File: src/rtl/mem_stage.sv
// -----------------------------------------------------------------------------
// mem_stage
//
// Memory-access stage between execute and write-back. Accepts one instruction
// per cycle from execute. It performs aligned word loads and stores on a
// req/gnt/rvalid data-memory bus. Execute is stalled while a bus transaction
// is outstanding. Results are presented to the write-back selector as
// registered outputs.
//
// Parameters
//   TIMEOUT_CYC : maximum number of cycles spent in REQ+RESP before the
//                 access is aborted with mem_err (1..65535)
//   OP_LD/OP_ST : opcode encodings of the word load / word store
//
// Ports
//   clk, rst_n          : clock (rising edge), asynchronous active-low reset
//   ex_valid            : execute presents an instruction
//   ex_opcode           : opcode of the presented instruction
//   ex_alu_out          : ALU result; effective address for LD/ST
//   ex_oprand2          : operand 2; store data for ST
//   stall               : execute must hold its outputs
//   dm_req/dm_we        : bus request, 1 = store / 0 = load
//   dm_addr/dm_wdata    : word address and store data
//   dm_gnt              : bus accepted the request this cycle
//   dm_rvalid/dm_rdata  : load data return
//   wb_valid            : write-back fields valid for one cycle
//   wb_opcode/wb_alu_out/wb_oprand2 : registered instruction fields
//   mem_out             : load data, 0 for non-loads
//   mem_err             : pulse with wb_valid on misaligned or timed-out LD/ST
// -----------------------------------------------------------------------------
module mem_stage #(
    parameter int unsigned TIMEOUT_CYC = 255,
    parameter logic [5:0]  OP_LD       = 6'h23,
    parameter logic [5:0]  OP_ST       = 6'h2B
) (
    input  logic        clk,
    input  logic        rst_n,
    input  logic        ex_valid,
    input  logic [5:0]  ex_opcode,
    input  logic [31:0] ex_alu_out,
    input  logic [31:0] ex_oprand2,
    output logic        stall,
    output logic        dm_req,
    output logic        dm_we,
    output logic [31:0] dm_addr,
    output logic [31:0] dm_wdata,
    input  logic        dm_gnt,
    input  logic        dm_rvalid,
    input  logic [31:0] dm_rdata,
    output logic        wb_valid,
    output logic [5:0]  wb_opcode,
    output logic [31:0] wb_alu_out,
    output logic [31:0] wb_oprand2,
    output logic [31:0] mem_out,
    output logic        mem_err
);

    typedef enum logic [1:0] {
        IDLE,
        REQ,
        RESP
    } state_t;

    state_t      state;

    // Fields of the in-flight memory instruction, retired to wb_* on completion.
    logic [5:0]  opc_p1;
    logic [31:0] alu_p1;
    logic [31:0] op2_p1;

    logic [15:0] cnt;
    logic [16:0] cnt_inc;
    logic        timed_out;

    function automatic logic is_mem(input logic [5:0] op);
        return (op == OP_LD) || (op == OP_ST);
    endfunction

    // One extra bit keeps the compare correct when a completion at the limit
    // pushes a granted load into RESP with the count already at TIMEOUT_CYC.
    assign cnt_inc   = {1'b0, cnt} + 17'd1;
    assign timed_out = (cnt_inc >= 17'(TIMEOUT_CYC));

    assign stall = (state != IDLE);

    always_ff @(posedge clk or negedge rst_n) begin
        if (!rst_n) begin
            state      <= IDLE;
            opc_p1     <= '0;
            alu_p1     <= '0;
            op2_p1     <= '0;
            cnt        <= '0;
            dm_req     <= 1'b0;
            dm_we      <= 1'b0;
            dm_addr    <= '0;
            dm_wdata   <= '0;
            wb_valid   <= 1'b0;
            wb_opcode  <= '0;
            wb_alu_out <= '0;
            wb_oprand2 <= '0;
            mem_out    <= '0;
            mem_err    <= 1'b0;
        end else begin
            // Retire indications are single-cycle pulses.
            wb_valid <= 1'b0;
            mem_err  <= 1'b0;

            case (state)
                // ---- accept from execute ----
                IDLE: begin
                    if (ex_valid) begin
                        if (is_mem(ex_opcode) && (ex_alu_out[1:0] == 2'b00)) begin
                            opc_p1   <= ex_opcode;
                            alu_p1   <= ex_alu_out;
                            op2_p1   <= ex_oprand2;
                            cnt      <= '0;
                            dm_req   <= 1'b1;
                            dm_we    <= (ex_opcode == OP_ST);
                            dm_addr  <= ex_alu_out;
                            dm_wdata <= ex_oprand2;
                            state    <= REQ;
                        end else begin
                            // Non-memory op or misaligned access retires
                            // immediately without touching the bus.
                            wb_valid   <= 1'b1;
                            wb_opcode  <= ex_opcode;
                            wb_alu_out <= ex_alu_out;
                            wb_oprand2 <= ex_oprand2;
                            mem_out    <= '0;
                            mem_err    <= is_mem(ex_opcode);
                        end
                    end
                end

                // ---- bus request outstanding ----
                REQ: begin
                    cnt <= cnt_inc[15:0];
                    if (dm_gnt) begin
                        dm_req <= 1'b0;
                        dm_we  <= 1'b0;
                        if (opc_p1 == OP_ST) begin
                            wb_valid   <= 1'b1;
                            wb_opcode  <= opc_p1;
                            wb_alu_out <= alu_p1;
                            wb_oprand2 <= op2_p1;
                            mem_out    <= '0;
                            state      <= IDLE;
                        end else begin
                            state <= RESP;
                        end
                    end else if (timed_out) begin
                        dm_req     <= 1'b0;
                        dm_we      <= 1'b0;
                        wb_valid   <= 1'b1;
                        mem_err    <= 1'b1;
                        wb_opcode  <= opc_p1;
                        wb_alu_out <= alu_p1;
                        wb_oprand2 <= op2_p1;
                        mem_out    <= '0;
                        state      <= IDLE;
                    end
                end

                // ---- waiting for load data ----
                RESP: begin
                    cnt <= cnt_inc[15:0];
                    if (dm_rvalid || timed_out) begin
                        // rvalid wins over a timeout reached in the same cycle.
                        wb_valid   <= 1'b1;
                        mem_err    <= !dm_rvalid;
                        wb_opcode  <= opc_p1;
                        wb_alu_out <= alu_p1;
                        wb_oprand2 <= op2_p1;
                        mem_out    <= dm_rvalid ? dm_rdata : 32'h0;
                        state      <= IDLE;
                    end
                end

                default: begin
                    state  <= IDLE;
                    dm_req <= 1'b0;
                    dm_we  <= 1'b0;
                end
            endcase
        end
    end

endmodule

File: config.mk
export PLATFORM = sky130hd
export DESIGN_NAME = mem_stage
export DESIGN_NICKNAME = d
export VERILOG_FILES = /design/src/rtl/mem_stage.sv
export SDC_FILE = /design/constraint.sdc
export NUM_CORES = 1
export LEC_CHECK = 0
export BUFFER_PORTS_ARGS = -buffer_cell sky130_fd_sc_hd__buf_2
export CORE_ASPECT_RATIO = 2
export CORE_MARGIN = 1
export CORE_UTILIZATION = 35
export CTS_CLUSTER_SIZE = 8
export DETAILED_ROUTE_END_ITERATION = 8
export HOLD_SLACK_MARGIN = 0.15
export PLACE_DENSITY = 0.62
export SETUP_SLACK_MARGIN = 0.15
export SYNTH_ARGS = -nofsm -noshare
export SYNTH_HDL_FRONTEND = slang
export SYNTH_SLANG_ARGS = --single-unit
File: constraint.sdc
create_clock -name clk -period 3.3 [get_ports clk]
set_clock_uncertainty 0.15 [all_clocks]
set_input_delay 0.66 -clock clk [delete_from_list [all_inputs] [get_ports clk]]
set_output_delay 0.66 -clock clk [all_outputs]
set_load 0.005 [all_outputs]
======== Yosys cells after proc, flatten, opt, wreduce, memory -nomap -nowiden ========
Index checks and enable logic that the tools add are counted.
Widths: inputs -> output; s select.
operators by class
  bitwise gates (word level) .............. 1
  magnitude comparators ................... 1
  eq/ne operators ......................... 11
  reductions and logical operators ........ 15
  add/subtract/negate cells ............... 1
  muxes and demuxes ....................... 59
operators by type and width
  cell                   number
  $mux 32                19
  $pmux 32 s3            3
  $mux 6                 6
  $mux 16                2
  $pmux 16 s2            1
  $eq 6x6->1 const B     3
  $pmux 6 s3             1
  $add 16x1->17 const B  1
  $ge 17x8->1 const B    1
  $mux 1                 16
  $mux 2                 6
  $pmux 1 s3             4
  $ne 2x2->1 const B     4
  $reduce_and 4->1       2
  $ne 3x3->1 const B     2
  $pmux 2 s3             1
  $reduce_and 3->1       2
  $reduce_and 6->1       1
  $logic_not 2->1        2
  $reduce_bool 2->1      2
  $reduce_bool 3->1      1
  $eq 2x1->1 const B     1
  $eq 2x2->1 const B     1
  $logic_or 1x1->1       2
  other kinds (4)        4
storage, ports and cells
  word-level logic and storage cells ...... 101
  output and inout port bits .............. 171
  flip-flop bits (word level) ............. 194
  input port bits ......................... 107

======== Logic depth before layout (Yosys ltp) ========
  depth after elaboration ................. 6
  mapped depth ............................ 10
  depth with buffers taken out ............ 8

======== Worst setup path before layout ========
Ideal clock, no wire load.
  path type ............................... reg2reg
  start point ............................. register cnt[0]
  end point ............................... register mem_out[0]
  cell stages (with the launch flop) ...... 10
  setup time .............................. 0.125 ns
  slack ................................... 0.603 ns
  path buffers ............................ 2
  arrival time ............................ 2.421 ns
  data required time ...................... 3.025 ns
  period minus slack after synthesis ...... 2.697 ns
  cells stage by stage .................... dfrtp_1 -> ha_1 -> nand4_1 -> nor4b_1 -> or3_1 -> nand2_1 -> a41oi_2 -> buf_12 -> buf_12 -> mux2_4
between the ends
  cells in the longest elaborated chain, start to end .. 5
  elaborated cells between the ends (all ways) .. 6
  those cells by class .................... 1 x add/sub; 1 x order compare; 2 x eq/ne; 2 x reduce/logical
RTL lines
  what                          line  text
  start, declared               71    logic [15:0] cnt;
  start signal, assigned        137   cnt <= cnt_inc[15:0];
  start signal, assigned        166   cnt <= cnt_inc[15:0];
  $add 16x1->17 *               81    assign cnt_inc = {1'b0, cnt} + 17'd1;
  $ge 17x8->1 *                 82    assign timed_out = (cnt_inc >= 17'(TIMEOUT_CYC));
  $logic_or 1x1->1              167   if (dm_rvalid || timed_out) begin
  $ne 2x2->1 (no line)          n/a
  $reduce_and 6->1 (no line) *  n/a
  end signal, assigned          174   mem_out <= dm_rvalid ? dm_rdata : 32'h0;
  end, declared                 54    output logic [31:0] mem_out,
Mark *: on every way between the ends. The rest lies on a longest branch, timed or not.
A chain may end at the register's enable or synchronous reset.

======== Worst setup path after layout ========
  start point ............................. register cnt[0]
  end point ............................... register mem_out[4]
The elaborated chain is that of the path after synthesis.

==> flow_metrics.tcl <==
set metrics [dict create \
    hold_viol 0 \
    numCtsBuffers 17 \
    first_iter_violations 208 \
    avgSynthCellArea_um2 13.82 \
    met1_usage_pct 20.48 \
    end_kind "flop" \
    dp_hpwl_um 18240 \
    io_buffers 277 \
    async_flop_share_pct 100.0 \
    syn_area_um2 9465 \
    ctsLongestPathBuffers 2 \
    met2_usage_pct 34.74 \
    fillers 2506 \
    max_cap_violations 0 \
    fmax_ghz 0.3434 \
    wire_per_inst_um 19.59 \
    netlist_instances 685 \
    area_growth_pct 25.47 \
    die-area_um2 27750 \
    die_y_um 234.6 \
    setup_viol 0 \
    synth_most_common_cell "dfrtp_1" \
    place.gp.congestion 0.8797 \
    cts_num_sinks 194 \
    drive_gt1_share_pct 59.65 \
    slew_headroom_pct 27.14 \
    multi_input_area_um2 4298 \
    grt_usage_pct 18.95 \
    clk_pin_slew_ns 0.07 \
    insertion_delay_ns 0.45 \
    critical_path_class "flop to flop" \
    post-route-period-util_pct 88.23 \
    yosysSeqAreaShare_pct 51.29 \
    ys.flop_type "dfrtp_1" \
    rsz0062_at_grt "false" \
    reg2reg_slack_ns 0.39 \
    globalRouteOverflowTotal 0 \
    ys_seq_elements 194 \
    power.density_nw_per_um2 750.8 \
    htree_levels 4 \
    die_w_um 118.3 \
    clockRootBuffer "clkbuf_16" \
    synth_edf_count 0 \
    final_nets 1075 \
    fp-row-count 84 \
    core_um2 26380 \
    grt_pass1_vias 6922 \
    grt_first_pass_wirelength_um 39450 \
    io-pin-count 278 \
    vias_per_cell 5.058 \
    cts_tree "built" \
    yosys.area.top_type "dfrtp_1" \
    yosysUniqueCellTypes 51 \
    via_count 6672 \
    yosys-top-cells-area "dfrtp_1 51%, mux2_2 19%, mux2_4 13%" \
    met3_usage_pct 3.949 \
    hold_class "input port to flop" \
    slew_violations 0 \
    initial_utilization_pct 35.88 \
    drcViolationCount 0 \
    tightest_slew_ns 1.093 \
    dpl.cell_count 1284 \
    status "finished clean" \
    cp.required_ns 3.48 \
    period_minus_slack_ns 2.912 \
    grt_start_max_net_pins 85 \
    antenna_found_initial 0 \
    cp.arrival_ns 3.10 \
    p_leak_nw 6.199 \
    final_cells 1319 \
    register_area_um2 4855 \
    ant_nets 0 \
    synth.top_cell.area_share_pct 51.29 \
    fin_util_pct 45.02 \
    yosysWarnings 0 \
    totalWireLength_um 25840 \
    setup_tns_ns 0 \
    synth_commonest_cells "194 x dfrtp_1, 157 x mux2_2, 80 x mux2_4" \
    irDropWorstVdd_uv 500.0 \
    cp_max_fo 15 \
    syn-num-nets 798 \
    grt.busiest_layer "met2" \
    critPathLaunchType "flop" \
    drtPass1Iterations 4 \
]
[flip-flops by register name (all words and copies together) (netlist names)]
name and cells:
alu_p1 32, mem_out 32, op2_p1 32, wb_alu_out 32, wb_oprand2 32, cnt 16
opc_p1 6, wb_opcode 6, state 2, dm_req 1, dm_we 1, mem_err 1
wb_valid 1
[layer usage]
metal / wire length [um] / vias to the layer above
li1: - / 3043
met1: 9804 / 3375
met2: 14120 / 204
met3: 960 / 50
met4: 955 / 0
met5: 0 / -
[critical path: stages, from the launching register on]
cell and delay [ns]:
dfrtp_1 0.47, ha_1 0.26, buf_4 0.17, nor2b_1 0.10, mux2i_1 0.07, a211o_1 0.31
o21a_1 0.24, a41oi_4 0.31, buf_4 0.21, buf_12 0.16, mux2_2 0.34
[cell families after synthesis]
family | after synthesis | synth area share, %
muxes | 241 | 31.79
DFF | 194 | 51.29
and+or+nand+nor | 128 | 7.667
AOI/OAI and AO/OA | 64 | 4.667
buffers and inverters | 52 | 3.794
adders and majority gates | 6 | 0.7931
[cells in the final DEF, fill, tap and decap left out, types with 2 or more instances in the layout]
cell type  instances
o21ai_0           19
nor3_1             2
clkinv_2           3
a21o_1             3
mux2i_1            4
nand3_1            9
a21oi_1            6
clkbuf_8           4
buf_2            276
and3_1            34
buf_12             8
inv_1              6
o22a_1             2
ha_1               5
nor4_1             4
o41ai_1            5
mux2_4            80
a31oi_1            3
o31ai_1           11
nand2b_1           8
a32oi_1            3
nand2_1           17
clkbuf_16         17
buf_4             17
nand4_1            6
dfrtp_1          194
mux2_2           157
o21a_1             4
inv_8              2
nor2_1            20
clkinv_4           2
nor2b_1            2
a211o_1            2
and2_1             9
[layout make-up]
class                      count  share of cell area, %
antenna                        1                0.02107
clock buffer                  21                  3.961
clock inverter                10                 0.8533
inverter                       7                 0.2212
multi-input combinational    439                  36.19
sequential                   194                  40.88
tap                          344                  3.624
timing repair buffer         303                  14.25
[repair_timing]
item	CTS	global route
hold buffers	1	0
endpoints found under the hold margin	34	0
setup endpoints to repair	0	97
buffers inserted	0	2
gates resized for setup	0	4
[final timing paths]
check	startpoint	to	cells after the start
worst max-delay path	cnt[0]$_DFFE_PN0P_	mem_out[4]$_DFFE_PN0P_	10
worst min-delay path	ex_oprand2[28]	op2_p1[28]$_DFFE_PN0P_	2
worst max register to register	cnt[0]$_DFFE_PN0P_	mem_out[4]$_DFFE_PN0P_	10
worst min register to register	mem_out[20]$_DFFE_PN0P_	mem_out[20]$_DFFE_PN0P_	1
max in group asynchronous	rst_n	op2_p1[3]$_DFFE_PN0P_	3
min in group asynchronous	rst_n	mem_out[19]$_DFFE_PN0P_	2
[report_power, final]
| part | internal, mW | leakage [nW] | switching (mW) | total [mW] |
|---|---|---|---|---|
| clock network | 1.11 | 0.283 | 0.969 | 2.08 |
| registers | 2.96 | 2.53 | 0.368 | 3.33 |
| logic | 2.04 | 3.39 | 1.47 | 3.51 |
| total | 6.11 | 6.20 | 2.81 | 8.92 |
[stage by stage]
stage          worst slack (ns)  power, mW  hold slack (ns)  area, um2
3_5_place_dp             0.2399      6.908           0.3367      11260
6_report                 0.3883      8.917           0.2987      11880
5_1_grt                  0.2383      9.385           0.2838      11870
2_1_floorplan            0.6034      5.735           0.2144       9465
3_3_place_gp             0.3267      6.866           0.3342      11260
4_1_cts                  0.2331      9.040           0.2784      11840
Note: power is estimated with default switching activity, not from simulation.
